File: src/rtl/spi_word_receiver.sv
// SPI mode-0 slave deserialiser: oversamples sck/cs_n/sdi in the clk domain and emits 16-bit words.
// Optional readback of the previous word on sdo is enabled by defining SPI_ECHO_EN.
module spi_word_receiver #(
  parameter int                WORD_W      = 16,
  parameter int                SYNC_STAGES = 2,
  parameter logic [WORD_W-1:0] IDLE_WORD   = 16'hF000
) (
  input  logic              clk,
  input  logic              rst,
  input  logic              sck,
  input  logic              cs_n,
  input  logic              sdi,
  output logic              sdo,
  output logic [WORD_W-1:0] word_out,
  output logic              word_valid,
  output logic              frame_err
);

  localparam int CNT_W = $clog2(WORD_W);
  localparam int SET_W = $clog2(SYNC_STAGES + 1);
  localparam logic [CNT_W-1:0] CNT_LAST    = CNT_W'(WORD_W - 1);
  localparam logic [SET_W-1:0] SETTLE_DONE = SET_W'(SYNC_STAGES);

  typedef enum logic [1:0] {
    WAIT_IDLE = 2'd0,
    READY     = 2'd1,
    SHIFT     = 2'd2
  } state_t;

  logic [SYNC_STAGES-1:0] sck_sync_r, cs_sync_r, sdi_sync_r;
  logic                   sck_d_r;
  logic                   sck_s, cs_n_s, sdi_s, rise_s;

  state_t                 state_r, state_n;
  logic [WORD_W-1:0]      shift_r, shift_n;
  logic [CNT_W-1:0]       cnt_r, cnt_n;
  logic [SET_W-1:0]       settle_r, settle_n;
  logic                   done_r, done_n;
  logic                   err_r, err_n;
  logic                   sdo_n;

  assign sck_s  = sck_sync_r[SYNC_STAGES-1];
  assign cs_n_s = cs_sync_r[SYNC_STAGES-1];
  assign sdi_s  = sdi_sync_r[SYNC_STAGES-1];
  assign rise_s = sck_s & ~sck_d_r;

  // Pin synchronisers plus the sck history flop used for edge detection.
  always_ff @(posedge clk) begin
    if (!rst) begin
      sck_sync_r <= '0;
      cs_sync_r  <= '1;
      sdi_sync_r <= '0;
      sck_d_r    <= 1'b0;
    end else begin
      sck_sync_r <= {sck_sync_r[SYNC_STAGES-2:0], sck};
      cs_sync_r  <= {cs_sync_r[SYNC_STAGES-2:0], cs_n};
      sdi_sync_r <= {sdi_sync_r[SYNC_STAGES-2:0], sdi};
      sck_d_r    <= sck_s;
    end
  end

  // Next-state logic. WAIT_IDLE first lets the synchronisers refill with real pin
  // samples, otherwise their reset-high cs_n would let a running frame slip in.
  always_comb begin
    state_n  = state_r;
    shift_n  = shift_r;
    cnt_n    = cnt_r;
    settle_n = settle_r;
    done_n   = 1'b0;
    err_n    = 1'b0;
    case (state_r)
      WAIT_IDLE: begin
        if (settle_r != SETTLE_DONE) begin
          settle_n = settle_r + SET_W'(1);
        end else if (cs_n_s) begin
          state_n = READY;
        end else begin
          state_n = WAIT_IDLE;
        end
      end
      READY: begin
        cnt_n = '0;
        if (!cs_n_s) begin
          state_n = SHIFT;
        end else begin
          state_n = READY;
        end
      end
      SHIFT: begin
        // A rise coinciding with cs_n release is consumed before the frame closes.
        if (rise_s) begin
          shift_n = {shift_r[WORD_W-2:0], sdi_s};
          if (cnt_r == CNT_LAST) begin
            cnt_n  = '0;
            done_n = 1'b1;
          end else begin
            cnt_n = cnt_r + CNT_W'(1);
          end
        end else begin
          shift_n = shift_r;
        end
        if (cs_n_s) begin
          state_n = READY;
          err_n   = (cnt_n != '0);
        end else begin
          state_n = SHIFT;
        end
      end
      default: begin
        state_n = WAIT_IDLE;
      end
    endcase
  end

`ifdef SPI_ECHO_EN
  logic [WORD_W-1:0] echo_r, echo_n;
  logic              echo_hold_r, echo_hold_n;
  logic              fall_s;

  assign fall_s = ~sck_s & sck_d_r;

  // Echo shifter. After a word wrap the trailing sck fall of the finished word must
  // not consume the new MSB, so the reload arms a one-fall hold.
  always_comb begin
    echo_n      = echo_r;
    echo_hold_n = echo_hold_r;
    if ((state_r == READY) && (state_n == SHIFT)) begin
      echo_n      = word_out;
      echo_hold_n = 1'b0;
    end else if ((state_r == SHIFT) && done_n) begin
      echo_n      = shift_n;
      echo_hold_n = 1'b1;
    end else if ((state_r == SHIFT) && fall_s) begin
      if (echo_hold_r) begin
        echo_hold_n = 1'b0;
      end else begin
        echo_n = {echo_r[WORD_W-2:0], 1'b0};
      end
    end else begin
      echo_n = echo_r;
    end
    sdo_n = ((state_n == SHIFT) && !cs_n_s) ? echo_n[WORD_W-1] : 1'b0;
  end

  // Echo state register.
  always_ff @(posedge clk) begin
    if (!rst) begin
      echo_r      <= '0;
      echo_hold_r <= 1'b0;
    end else begin
      echo_r      <= echo_n;
      echo_hold_r <= echo_hold_n;
    end
  end
`else
  assign sdo_n = 1'b0;
`endif

  // FSM state and registered outputs; word_out copies the completed shift value.
  always_ff @(posedge clk) begin
    if (!rst) begin
      state_r    <= WAIT_IDLE;
      shift_r    <= '0;
      cnt_r      <= '0;
      settle_r   <= '0;
      done_r     <= 1'b0;
      err_r      <= 1'b0;
      word_out   <= IDLE_WORD;
      word_valid <= 1'b0;
      frame_err  <= 1'b0;
      sdo        <= 1'b0;
    end else begin
      state_r    <= state_n;
      shift_r    <= shift_n;
      cnt_r      <= cnt_n;
      settle_r   <= settle_n;
      done_r     <= done_n;
      err_r      <= err_n;
      word_valid <= done_r;
      frame_err  <= err_r;
      sdo        <= sdo_n;
      if (done_r) begin
        word_out <= shift_r;
      end else begin
        word_out <= word_out;
      end
    end
  end

endmodule

File: config.mk
export PLATFORM = sky130hd
export DESIGN_NAME = spi_word_receiver
export DESIGN_NICKNAME = d
export VERILOG_FILES = /design/src/rtl/spi_word_receiver.sv
export SDC_FILE = /design/constraint.sdc
export NUM_CORES = 1
export LEC_CHECK = 0
export CAP_MARGIN = 40
export CORE_UTILIZATION = 62
export CTS_BUF_LIST = sky130_fd_sc_hd__clkbuf_8
export DETAILED_ROUTE_END_ITERATION = 10
export DONT_BUFFER_PORTS = 1
export PLACE_DENSITY = 0.82
export SLEW_MARGIN = 25
export SYNTH_ARGS = -nofsm -noshare
export SYNTH_HDL_FRONTEND = slang
export SYNTH_SLANG_ARGS = --single-unit
export TNS_END_PERCENT = 50
File: constraint.sdc
create_clock -name clk -period 1.8 [get_ports clk]
set_clock_uncertainty 0.2 [all_clocks]
set_input_delay 0.18 -clock clk [delete_from_list [all_inputs] [get_ports clk]]
set_output_delay 0.18 -clock clk [all_outputs]
set_load 0.05 [all_outputs]
==> results.md <==
- Critical Path RT: about 1.8 ns
- Unrepaired setup endpoints after global routing: false
- Share of cells above drive strength 1: a little over an eighth
- Worst skew pair latency: roughly 0.3 ns
- Area of the core: 0.00308 mm^2
- Net count, final: 239
- Max-slew violations: 0
- Status: finished, final reports clean
- Achievable Freq: around 0.56 GHz
- Via density per instance: between 5 and 6
- Final instance area: 0.00232 mm^2
- Worst slew margin: around two thirds
- Fin Hold WS: 0.210 ns
- Slowest cell on crit path: or3b_4
- Gr ovfl total: 0
- Setup Viol. Count Final: 0
- CTS tree: yes
- DRC: 0
- Area leader, netlist: dfxtp_1
- Placer Congestion: ~1
- Dpl hpwl: 2440 um
- CTS Buf Count: 5
- Yosys warns: 0
- R2R cell count: 5
- Sink Count: 51
- Vias: approximately 1500
- DR pass1 iterations: 4
- Pleak: between 0.8 and 0.9 nW
- Average wire per standard cell: ~14 um
- Site Rows: 20
- Mapped Area: a little over 0.002 mm^2
- Number of global-route vias before repair: between 1000 and 1500
- Cells along the critical path: ha_2, or3b_4, o22a_1, nor2_1, o31ai_1
- Cells after DPL: around 260
- Antenna diode count: 0
- Period utilization: between 90% and 100%
- Total global-route track usage: between 20% and 30%
- MaxCap Viol Count: 0
- Top cells by count, synth: dfxtp_1, nand2_1, mux2i_1, nor2b_1, a21boi_1
- Sequential cell area fraction in the yosys report: 50.6%
- Post-synthesis cell type count: 36
- Final cell count without fillers: about 270
- Fillcell total: between 200 and 250
- Post-synth top area share: about half
- Worst setup EP type: flop
- Yosys reg bits: between 50 and 60
- DIE AREA: between 0.003 and 0.004 mm^2
- Top Family by Delay on Critical Path: simple AND/OR/NAND/NOR gates
- Final Hold Vio Count: 0
- Hold Crit Depth: 1
- Antenna Violating Nets Remaining: 0
- Tightest Pin Transition: between 0.5 and 0.6 ns
- Crit path DAT: 1.78 ns
- Max clock buf depth: 2
- IO Count: 24
- Largest net degree at the start of global routing: 52
- Chip Height: ~59 um
- Max VDD drop: roughly 0.00083 V
- Crit-path max FO: 5
- First-pass GRT wire length: 6000 um
- Initial drt markers: 75
- Most numerous cell in the Yosys netlist: dfxtp_1
- Number of synthesized flops with an enable pin: 0
- Area Overhead vs Synth: 15.1%
- Area post-placement: 0.00210 mm^2
- Power per cell area: ~870 mW/mm^2
- WP depth: 5
- Initial antenna violation count: 0
- CTS H-tree depth: 2
- Post-synth top flop: dfxtp_1
- Critical path type: reg -> reg
- Post-synthesis average cell area: between 9 and 10 um^2
- Fin crit period: about 1.8 ns
- Starting Density: 65.6%
- Crit-path max cell delay: 0.39 ns
- Reg clk slew, reported paths: 0.08 ns
- Root buffer cell: clkbuf_8
- IO Port Bufs: 0
- Ys async rst share: 0%
- Synth Net Count: 221
- Crit path buffers/inverters: 0
- Die X-Extent: 59.1 um
- CP startpoint kind: flop
- Synth Instances: between 200 and 250
- Detailed Route WL: between 3000 and 4000 um
- TNS Setup: 0 ns
- Top cells by area in the synthesized netlist: dfxtp_1, nand2_1, mux2i_1
- Hold/Removal Path Class: reg -> reg
[sequential cells by signal, indices dropped and copies added (netlist names)]
signal	count
cnt_r	4
cs_sync_r	2
done_r	1
err_r	1
frame_err	1
sck_d_r	1
sck_sync_r	2
sdi_sync_r	2
settle_r	2
shift_r	16
state_r	2
word_out	16
word_valid	1
[what timing repair did]
action,4_1_cts,5_1_grt
hold buffers,6,0
setup buffers,0,5
setup endpoints to repair,0,16
hold endpoints to repair,51,0
gates resized for setup,0,7
[area by class of cell]
type,instances,area (um^2),area share (%)
clock buffer,6,82.6,3.55
clock inverter,1,5.00,0.215
inverter,4,15.0,0.646
multi-input combinational,146,946,40.7
sequential,51,1030,44.1
tap,44,55.1,2.37
timing repair buffer,21,195,8.40
[cells by family after synthesis]
| family | share of synthesized area, % |
|---|---|
| mux | 7.93 |
| buf+inv | 3.16 |
| other cells | 0.186 |
| fa+ha+maj | 3.10 |
| simple gates | 22.7 |
| flops | 50.6 |
| compound gates | 12.0 |
| xor+xnor | 0.434 |
[path summary, 6_finish.rpt]
kind / startpoint / to / slack, ns
max reg2reg: cnt_r[1] / err_r / 0.02
min: cs_sync_r[0] / cs_sync_r[1] / 0.21
min reg2reg: cs_sync_r[0] / cs_sync_r[1] / 0.21
max: cnt_r[1] / err_r / 0.02
[where the power goes]
part           switching, W  internal, W
clock network      0.000344     0.000302
logic              0.000116    0.0000991
registers         0.0000140      0.00116
[layer usage]
| metal | GRT usage [%] | up-vias | part of all wire, % |
|---|---|---|---|
| li1 | - | 735 | - |
| met1 | 25.2 | 696 | 41 |
| met2 | 42.9 | 44 | 52 |
| met3 | 7.86 | 14 | 4.2 |
| met4 | 10.2 | 0 | 3.5 |
| met5 | 0 | - | 0 |
[layout by cell type (no fill, tap or decap), drive strengths merged, types with 2 or more instances in the layout]
master and n:
and2 8, nand2 44, a21oi 4, dfxtp 51, or3 2, buf 16
o21ai 4, a21boi 19, and3 2, o21a 3, clkbuf 6, inv 4
nand2b 3, ha 5, nand3b 3, nor2 3, dlygate4sd3 5, nor2b 16
mux2i 16
[through the flow]
stage	total power (W)	util, %	setup WS (ns)
after floorplan	0.00136	-	0.162
after global placement	0.00137	68.3	0.139
after detailed placement	0.00139	68.3	0.0396
after CTS	0.00204	73.4	0.0180
after global routing	0.00213	75.5	0.00635
final	0.00203	75.5	0.0195
(Power assumes the default switching activity.)
